===== src/rtl/dac_serializer_if.sv =====
// dac_serializer_if: parallel sample handshake between the DSP output and the DAC serializer.
interface dac_serializer_if #(parameter int SAMPLE_WIDTH = 16) ();
  logic [SAMPLE_WIDTH-1:0] sample_in;
  logic                    sample_valid;
  logic                    sample_ready;
  modport master (output sample_in, sample_valid, input sample_ready);
  modport slave  (input sample_in, sample_valid, output sample_ready);
endinterface


===== src/rtl/dac_serializer.sv =====
// dac_serializer: buffers one mono sample and sends it MSB-first in both slots of a left-justified frame.
module dac_serializer #(
  parameter int SAMPLE_WIDTH = 16,
  parameter int BCLK_DIV     = 4
) (
  input  logic             sample_clock,
  input  logic             reset,
  dac_serializer_if.slave  s,
  output logic             bclk,
  output logic             lrclk,
  output logic             sdata,
  output logic             underrun
);
  localparam int DW = $clog2(BCLK_DIV);
  localparam int CW = $clog2(2 * SAMPLE_WIDTH);
  localparam logic [DW-1:0] DIV_LAST = DW'(BCLK_DIV - 1);
  localparam logic [CW-1:0] CNT_MID  = CW'(SAMPLE_WIDTH - 1);
  localparam logic [CW-1:0] CNT_LAST = CW'(2 * SAMPLE_WIDTH - 1);
  logic [DW-1:0]           div_q, div_d;
  logic [CW-1:0]           cnt_q, cnt_d;
  logic [SAMPLE_WIDTH-1:0] shift_q, shift_d, cur_q, cur_d, hold_q, hold_d, load;
  logic                    bclk_q, bclk_d, lrclk_q, lrclk_d, full_q, full_d, underrun_q, underrun_d;
  logic                    tick, fall, wrap, acc;
  always_comb begin
    tick       = div_q == DIV_LAST;
    fall       = tick && bclk_q;
    wrap       = fall && cnt_q == CNT_LAST;
    acc        = s.sample_valid && !full_q;
    div_d      = tick ? '0 : div_q + DW'(1);
    bclk_d     = bclk_q ^ tick;
    cnt_d      = !fall ? cnt_q : wrap ? '0 : cnt_q + CW'(1);
    lrclk_d    = cnt_d > CNT_MID;
    load       = full_q ? hold_q : '0;
    cur_d      = wrap ? load : cur_q;
    shift_d    = !fall ? shift_q : wrap ? load : cnt_q == CNT_MID ? cur_q : {shift_q[SAMPLE_WIDTH-2:0], 1'b0};
    hold_d     = acc ? s.sample_in : hold_q;
    full_d     = acc || (full_q && !wrap);
    underrun_d = wrap && !full_q;
  end
  always_ff @(posedge sample_clock) begin
    if (!reset) begin
      div_q      <= '0;
      cnt_q      <= '0;
      shift_q    <= '0;
      cur_q      <= '0;
      hold_q     <= '0;
      bclk_q     <= 1'b0;
      lrclk_q    <= 1'b0;
      full_q     <= 1'b0;
      underrun_q <= 1'b0;
    end else begin
      div_q      <= div_d;
      cnt_q      <= cnt_d;
      shift_q    <= shift_d;
      cur_q      <= cur_d;
      hold_q     <= hold_d;
      bclk_q     <= bclk_d;
      lrclk_q    <= lrclk_d;
      full_q     <= full_d;
      underrun_q <= underrun_d;
    end
  end
  assign s.sample_ready = !full_q;
  assign bclk           = bclk_q;
  assign lrclk          = lrclk_q;
  assign sdata          = shift_q[SAMPLE_WIDTH-1];
  assign underrun       = underrun_q;
endmodule


===== src/flat_wrapper.sv =====
// flat-port wrapper written by rule: the top's interface ports become plain ports
module dac_serializer_flat 
#(
  parameter int SAMPLE_WIDTH = 16,
  parameter int BCLK_DIV     = 4
)
  (sample_clock, reset, bclk, lrclk, sdata, underrun, s_sample_in, s_sample_valid, s_sample_ready);
  dac_serializer_if #(.SAMPLE_WIDTH(SAMPLE_WIDTH)) s_i ();
  input  logic sample_clock;
  input  logic reset;
  output logic bclk;
  output logic lrclk;
  output logic sdata;
  output logic underrun;
  input wire logic [$bits(s_i.sample_in)-1:0] s_sample_in;
  input wire logic [$bits(s_i.sample_valid)-1:0] s_sample_valid;
  output wire logic [$bits(s_i.sample_ready)-1:0] s_sample_ready;
  assign s_i.sample_in = s_sample_in;
  assign s_i.sample_valid = s_sample_valid;
  assign s_sample_ready = s_i.sample_ready;
  dac_serializer #(.SAMPLE_WIDTH(SAMPLE_WIDTH), .BCLK_DIV(BCLK_DIV)) u_core (.sample_clock(sample_clock), .reset(reset), .s(s_i), .bclk(bclk), .lrclk(lrclk), .sdata(sdata), .underrun(underrun));
endmodule

===== config.mk =====
export PLATFORM = sky130hd
export DESIGN_NAME = dac_serializer_flat
export DESIGN_NICKNAME = d
export VERILOG_FILES = /design/src/rtl/dac_serializer_if.sv /design/src/rtl/dac_serializer.sv /design/src/flat_wrapper.sv
export SDC_FILE = /design/constraint.sdc
export NUM_CORES = 1
export LEC_CHECK = 0
export ABC_AREA = 1
export CORE_MARGIN = 2
export CORE_UTILIZATION = 55
export CTS_CLUSTER_SIZE = 20
export DETAILED_ROUTE_END_ITERATION = 12
export GPL_TIMING_DRIVEN = 0
export PLACE_DENSITY = 0.81
export SLEW_MARGIN = 20
export SYNTH_ARGS = -nofsm -noshare
export SYNTH_HDL_FRONTEND = slang
export SYNTH_SLANG_ARGS = --single-unit

===== constraint.sdc =====
create_clock -name sample_clock -period 2.33 [get_ports sample_clock]
set_input_delay 0.466 -clock sample_clock [delete_from_list [all_inputs] [get_ports sample_clock]]
set_output_delay 0.466 -clock sample_clock [all_outputs]
set_load 0.02 [all_outputs]

==> results.md <==
* Average size of a mapped cell at 7.47 um^2
* WL/cell at 12.8 um
* Slowest CP cell: clkdlybuf4s50_1
* Synth warnings at 0
* Root buffer cell: clkbuf_8
* Critical path fanouts, max at 10
* Max IR drop VDD at 555 uV
* DRC at 0
* Total wire length at 5790 um
* Synth Instances at 358
* Post-DP HPWL at 3920 um
* Final net count at 416
* First DRT Iteration DRCs at 137
* CTS tree: yes
* Clk_lat worst skew at 0.34 ns
* Resized Gates After CTS at 0
* Clk sink count at 59
* Crit end category: output pin
* Buffers on Ports at 23
* Syn_nets at 382
* Area Growth Syn to Fin at 19.1%
* First-pass GRT wire length at 9730 um
* Largest net degree at the start of global routing at 11
* WP data required at 1.86 ns
* Placer Congestion at 0.800
* Core area at 4690 um^2
* Crit start category: flip-flop
* Worst hold path class: flip-flop to flip-flop
* Initial Util at 0.570
* Distinct cells, synth at 27
* Share of cells above drive strength 1 at 0.144
* FF+latch count, synth at 59
* Final setup fails at 0
* Vias in the first global route at 2159
* Final Hold Viols at 0
* Die Ht at 73.7 um
* CTS clk-pin slew, worst paths at 0.07 ns
* Number of vias per cell at 5.12
* Fillers at 399
* # rows at 25
* Cts bufs inserted at 9
* Max cap viols at 0
* I/O pins at 24
* RSZ-0062 raised after global routing: no
* Hold_ws at 0.437 ns
* 1st-pass router iterations at 4
* Status: complete, no violations
* # hold bufs at CTS at 0
* Die W at 73.7 um
* Max-slew violations at 0
* Netlist Area Pre-Place at 2670 um^2
* Overall global routing resource usage at 0.237
* Final min period at 1.94 ns
* Slew @ Worst Pin at 0.516 ns
* Pwr dens at 702 nW/um^2
* Final setup TNS at 0 ns
* Crit path kind: flip-flop to output pin
* WP data arrival at 1.47 ns
* P_leak at 1.26 nW
* Max stage delay on crit path at 0.59 ns
* Diode count at 0
* Global route overflow at 0
* Via count at 2311
* Skew final at 0.00646 ns
* DIE AREA at 5430 um^2
* Final total power at 0.00224 W
* Max Fclk at 0.516 GHz
* Routed Antenna Nets at 0
* Setup bufs post-CTS at 0
* Fin crit share at 0.831
* Seq/Total Area, Yosys at 0.442
* Sequence of cells on the critical path: buf_4 > inv_4 > clkdlybuf4s50_1
* Bufs on Longest Clock Path at 2
* H-tree levels at 3
* Initial antenna violation count at 0
* Headroom to the max-slew limit at 0.656
path summary, 6_finish.rpt:
kind / startpoint / to / slack, ns / depth (start not counted)
hold reg to reg: u_core.div_q[0] / u_core.div_q[0] / 0.44 / 1
setup / recovery: u_core.full_q / s_sample_ready / 0.39 / 3
setup reg to reg: u_core.cnt_q[0] / u_core.shift_q[7] / 0.48 / 9
hold / removal: u_core.div_q[0] / u_core.div_q[0] / 0.44 / 1
layer usage:
metal	part of all wire	wire length [um]	global-route usage	vias up
li1	-	-	-	1192
met1	0.45	2580	0.313	1034
met2	0.47	2750	0.369	73
met3	0.053	306	0.0357	12
met4	0.026	151	0.133	0
met5	0	0	0	-
per-stage QoR:
stage               area (um^2)  instances   util  setup slack (ns)
detailed placement         2970        435  0.633             0.444
finish                     3180        451  0.679             0.394
CTS                        3180        451  0.679             0.381
floorplan                  2670        358      -             0.751
global placement           2970        435  0.633             0.452
global route               3180        451  0.679             0.365
flip-flops by register name, summed over array words and instances (netlist names):
signal,flops
u_core.div_q,2
u_core.cnt_q,5
u_core.lrclk,1
u_core.full_q,1
u_core.shift_q,16
u_core.hold_q,16
u_core.cur_q,16
u_core.bclk,1
u_core.underrun,1
synth_stat cells:
master,n,share of area
buf_4,3,0.0084
inv_4,2,0.0047
inv_2,2,0.0028
nor2_1,56,0.079
a21oi_1,17,0.032
nor2_2,7,0.016
nand4_1,1,0.0023
clkbuf_1,5,0.0070
ha_1,5,0.023
a211oi_1,2,0.0056
o21ai_0,45,0.084
inv_1,35,0.049
o21ai_1,4,0.0075
nand3_1,16,0.030
nor3_1,2,0.0037
nor2_4,9,0.038
buf_6,5,0.021
nand2_1,66,0.093
nand2_4,2,0.0084
nand2_2,2,0.0047
nor3b_2,2,0.0094
dfxtp_1,59,0.44
o22ai_1,1,0.0023
nor3b_1,1,0.0028
and3_1,1,0.0023
buf_12,1,0.0075
buf_2,7,0.013
placed cells by master (no fill, tap or decap), types with 3 or more instances in the layout:
master | netlist | layout
nand3_1 | 16 | 16
dfxtp_1 | 59 | 59
clkbuf_8 | 0 | 12
a21oi_1 | 17 | 17
buf_2 | 7 | 7
o21ai_0 | 45 | 45
clkbuf_1 | 5 | 6
nor2_4 | 9 | 9
inv_1 | 35 | 35
buf_6 | 5 | 5
nor2_1 | 56 | 56
nand2_1 | 66 | 66
o21ai_1 | 4 | 4
ha_1 | 5 | 5
clkdlybuf4s50_1 | 0 | 23
nor2_2 | 7 | 7
buf_4 | 3 | 3
cells by family (layout without fill, tap and decap cells):
family                     count (synthesis)  after routing  synth area share
adders and majority gates                  5              5            0.0234
and+or+nand+nor                          165            165             0.289
DFF                                       59             59             0.442
buffers and inverters                     60             99             0.114
AOI/OAI and AO/OA                         69             69             0.132
worst max-delay path, delay by kind of cell (launching register included):
family | cells | cell delay [ns]
buffers and inverters | 3 | 0.83
flip-flops | 1 | 0.30
final cells by class:
cell class                 count  area [um^2]  share of cell area
tap                           54         67.6              0.0212
inverter                      39          151              0.0475
multi-input combinational    239         1190               0.373
sequential                    59         1180               0.371
timing repair buffer          23          230              0.0723
buffer                        21          153              0.0479
clock buffer                  13          169              0.0530
clock inverter                 3         45.0              0.0141
power breakdown:
part	switching (W)	internal, W
clock network	0.000408	0.000582
registers	0.0000183	0.00105
logic	0.000101	0.0000814
Note: power is estimated with default switching activity, not from simulation.
